$ cat config.mk
export PLATFORM = sky130hd
export DESIGN_NAME = serial_adder
export DESIGN_NICKNAME = d
export VERILOG_FILES = /design/src/rtl/arith_pkg.sv /design/src/rtl/fa_cell.sv /design/src/rtl/serial_adder.sv
export SDC_FILE = /design/constraint.sdc
export NUM_CORES = 1
export LEC_CHECK = 0
export ABC_AREA = 1
export CORE_UTILIZATION = 60
export DETAILED_ROUTE_END_ITERATION = 12
export DONT_BUFFER_PORTS = 1
export GPL_TIMING_DRIVEN = 1
export PLACE_DENSITY = 0.76
export RECOVER_POWER = 100
export REMOVE_ABC_BUFFERS = 1
export SYNTH_ARGS = -nofsm -noshare
export SYNTH_HDL_FRONTEND = slang
export SYNTH_HIERARCHICAL = 1
export SYNTH_SLANG_ARGS = --single-unit
$ cat constraint.sdc
create_clock -name clk -period 1.61 [get_ports clk]
set_input_delay 0.322 -clock clk [delete_from_list [all_inputs] [get_ports clk]]
set_output_delay 0.322 -clock clk [all_outputs]
set_load 0.005 [all_outputs]
$ cat src/rtl/arith_pkg.sv
// Shared arithmetic-library package: serial FSM state encoding, width limit and
// the carry-majority helper used by the adder cells.
package arith_pkg;

    typedef enum logic [1:0] {
        IDLE = 2'd0,
        ADD  = 2'd1,
        DONE = 2'd2
    } serial_state_t;

    localparam int ARITH_MAX_WIDTH = 32;

    function automatic logic majority(input logic x, input logic y, input logic z);
        return (x & y) | (x & z) | (y & z);
    endfunction

endpackage

$ cat src/rtl/fa_cell.sv
// 1-bit combinational full adder; same x/y/ci -> s/co shape as the subtractor cell.
module fa_cell
    import arith_pkg::*;
(
    input  logic x,
    input  logic y,
    input  logic ci,
    output logic s,
    output logic co
);

    assign s  = x ^ y ^ ci;
    assign co = majority(x, y, ci);

endmodule

$ cat src/rtl/serial_adder.sv
// Bit-serial LSB-first adder with start/busy/done handshake.
// Optional signed-overflow output enabled by defining SERIAL_ADDER_OVF_EN.
module serial_adder
    import arith_pkg::*;
#(
    parameter int WIDTH = 8
) (
    input  logic             clk,
    input  logic             rst,
    input  logic             start,
    input  logic [WIDTH-1:0] a,
    input  logic [WIDTH-1:0] b,
    input  logic             cin,
    output logic             busy,
    output logic             done,
    output logic [WIDTH-1:0] sum,
    output logic             cout
`ifdef SERIAL_ADDER_OVF_EN
    ,
    output logic             ovf
`endif
);

    localparam int CW = (WIDTH > 1) ? $clog2(WIDTH) : 1;
    localparam logic [CW-1:0] LAST_BIT = CW'(WIDTH - 1);

    serial_state_t    r_state;
    logic [WIDTH-1:0] r_a;
    logic [WIDTH-1:0] r_b;
    logic [WIDTH-1:0] r_res;
    logic [CW-1:0]    r_cnt;
    logic             r_carry;
    logic             r_busy;
    logic             r_done;
    logic [WIDTH-1:0] r_sum;
    logic             r_cout;
    logic             w_s;
    logic             w_co;
`ifdef SERIAL_ADDER_OVF_EN
    logic             r_ovf;
`endif

    fa_cell u_fa (
        .x  (r_a[0]),
        .y  (r_b[0]),
        .ci (r_carry),
        .s  (w_s),
        .co (w_co)
    );

    always_ff @(posedge clk or posedge rst) begin
        if (rst) begin
            r_state <= IDLE;
            r_a     <= '0;
            r_b     <= '0;
            r_res   <= '0;
            r_cnt   <= '0;
            r_carry <= 1'b0;
            r_busy  <= 1'b0;
            r_done  <= 1'b0;
            r_sum   <= '0;
            r_cout  <= 1'b0;
`ifdef SERIAL_ADDER_OVF_EN
            r_ovf   <= 1'b0;
`endif
        end else begin
            case (r_state)
                IDLE: begin
                    if (start) begin
                        r_a     <= a;
                        r_b     <= b;
                        r_carry <= cin;
                        r_cnt   <= '0;
                        r_res   <= '0;
                        r_busy  <= 1'b1;
                        r_state <= ADD;
                    end
                end
                ADD: begin
                    r_res   <= {w_s, r_res[WIDTH-1:1]};
                    r_a     <= r_a >> 1;
                    r_b     <= r_b >> 1;
                    r_carry <= w_co;
                    r_cnt   <= r_cnt + CW'(1);
                    // Results are published on the last bit so they line up with done.
                    if (r_cnt == LAST_BIT) begin
                        r_sum   <= {w_s, r_res[WIDTH-1:1]};
                        r_cout  <= w_co;
                        r_done  <= 1'b1;
                        r_state <= DONE;
`ifdef SERIAL_ADDER_OVF_EN
                        // Carry into the MSB differs from carry out of it.
                        r_ovf   <= r_carry ^ w_co;
`endif
                    end
                end
                DONE: begin
                    r_done  <= 1'b0;
                    r_busy  <= 1'b0;
                    r_state <= IDLE;
                end
                default: begin
                    r_state <= IDLE;
                end
            endcase
        end
    end

    assign busy = r_busy;
    assign done = r_done;
    assign sum  = r_sum;
    assign cout = r_cout;
`ifdef SERIAL_ADDER_OVF_EN
    assign ovf  = r_ovf;
`endif

endmodule
==> impl_results.md <==
- Multi-input gate area: 669 um2
- First-pass GRT wire length: 5710 um
- Status: finished clean
- Top cell type by total area after synthesis: dfrtp_1
- Largest net degree at the start of global routing: 35
- DRT iter0 DRCs: 61
- Critical path endpoint category: register
- Crit path time final: 1.46 ns
- CTS tree: done
- Total CTS buffers: 5
- Syn Area/Cell: 8.71 um2
- Dpl cells: 265
- Die Ht: 59.4 um
- R2R cell count: 5
- RSZ-0062 raised after global routing: no
- Clock root buffer: clkbuf_4
- Area Overhead vs Synth: 2.15%
- Vias per cell: 5.29
- Postcts setup bufs: 0
- Final wirelength: around 3500 um
- Core area: 3100 um2
- Initial Util: a little under two thirds
- Crit. Startpoint: r_state[0]$_DFFE_PP0P_
- Setup TNS: 0 ns
- Final #Nets: 252
- HP Class: input pin to register
- Critical Path RT: 1.87 ns
- Leak: ~1.1 nW
- Fill count: 285
- Setup violators final: 0
- Synth top area cells: dfrtp_1 51%, nand2_1 11%, nand3_1 10%, inv_1 7.8%, nand2_8 3.0%
- Critical setup path kind: register to register
- Power density over the cells: around 2000 nW/um2
- Placed cell areas: 1980 um2
- CTS Sinks: 40
- Initial antenna violation count: 0
- IO Count: 31
- Congestion Overflow GR: 0
- CP delay by family, top: flip-flops
- Drt pass-1 iters: 4
- Worst Tran Pin Value: 0.861 ns
- Antenna-violating nets left: 0
- Synth Instances: 227
- Area share of the largest cell type after synthesis: between 50 and 60%
- Final Slew Violations: 0
- Netlist cell types: 19
- Worst setup margin: 0.153 ns
- WL per Instance: 12.7 um
- Pwr Total: 4.06 mW
- DP Wirelength: 2370 um
- Most instantiated cells after synthesis: 56 x nand2_1, 41 x inv_1, 41 x nand3_1, 40 x dfrtp_1
- Ys Warns: 6
- Final Cycle Share: 90.5%
- Max VDD drop: 0.864 mV
- Area taken by flip-flops and latches: 1000 um2
- Mapped cell area: 1980 um2
- CTS clk-pin slew, worst paths: ~0.11 ns
- I/O Buffers: 0
- Final Instance Count excl. Fillers: 273
- CP max-delay cell: dfrtp_1
- Final hold vios: 0
- Worst path arrival time: 1.71 ns
- Max-cap viol count: 0
- Most common cell in the synthesized netlist: nand2_1
- Max_slew headroom: a little over two fifths
- Clk Latency, worst-skew pair: 0.34 ns
- Post-synth EDFFs: 0
- Critical Path Stages: 5
- Final GP Congestion: 0.750
- Crit-path max FO: 10
- #FFs+latches synth: 40
- Antenna Cells: 0
- Post-route design area: 2020 um2
- Skew final: 0.00880 ns
- Crit path launch type: register
- Hold Crit Depth: 2
- Total GRT Usage: roughly 22%
- Die X: 59.4 um
- Final Util: 65.1%
- Die Area: 3530 um2
- Register area share after synthesis: 50.6%
- Min-delay src: b[7]
- Setup WS pre-CTS: 0.206 ns
- H-tree depth: 2
- Top_reg_cell synth: dfrtp_1
- CP Buf/Inv Count: 2
- Layout cell share with drive strength beyond 1: 7.86%
- Critical-path cell list: inv_1 -> nor2_1 -> clkbuf_1 -> nand2_1 -> o21ai_0
- Vias in the first global route: 1,361
- Worst path max stage delay: 0.53 ns
- Ys async rst share: 100%
- Reg-to-reg startpoint: r_state[0]$_DFFE_PP0P_
- Vias: around 1,400
- Clock Path Buffers: 2
- Fin Hold WS: 0.0984 ns
- DRC violations left: 0
- Fmax: 686 MHz
- Row count: 20
what timing repair did:
action	in CTS	in global routing
resized for setup	0	0
hold endpoints to repair	40	0
hold buffers	1	0
state kept, by name, summed over array words and instances (netlist names):
register,flops
busy,1
r_a,8
cout,1
sum,8
r_cnt,3
r_b,8
r_carry,1
done,1
r_state,2
r_res,7
report_power, final:
part,switching (mW),internal (mW)
logic,0.931,0.559
clock network,0.313,0.475
registers,0.315,1.47
routing by layer:
layer	track usage (%)	routed length (um)
met1	24.3	1540
met2	39.8	1760
met3	6.11	141
met4	8.16	32
met5	0	0
cells by family after synthesis:
group	share of synthesized area, %
AND/OR/NAND/NOR	28.0
buffers and inverters	12.9
flip-flops	50.6
AO/OA/AOI/OAI	6.26
adder cells (fa/ha/maj)	2.28
cells in the final DEF, fill, tap and decap left out:
cell type,instances
a21oi_2,1
buf_4,2
bufinv_16,2
clkbuf_1,2
clkbuf_2,1
clkbuf_4,5
dfrtp_1,40
dlygate4sd3_1,1
fa_1,1
ha_1,2
inv_1,41
inv_4,1
nand2_1,56
nand2_2,1
nand2_4,2
nand2_8,1
nand3_1,45
nand3_2,2
nor2_1,3
o21ai_0,20
path summary, 6_finish.rpt:
check | slack, ns | endpoint
setup / recovery | 0.15 | r_res[1]$_DFFE_PP0P_
hold / removal | 0.1 | r_b[7]$_DFFE_PP0P_
setup reg to reg | 0.15 | r_res[1]$_DFFE_PP0P_
hold reg to reg | 0.50 | r_res[2]$_DFFE_PP0P_
max in group asynchronous | 0.40 | r_b[7]$_DFFE_PP0P_
min in group asynchronous | 0.58 | sum[4]$_DFFE_PP0P_
cell type report:
class                   count  area share, %
repair buffers              6           1.86
clock buffers               5           1.86
clock inverters             2           2.97
inverters                  42           7.93
flip-flops and latches     40           49.5
well taps                  44           2.72
multi-input cells         134           33.1
(Power assumes the default switching activity.)
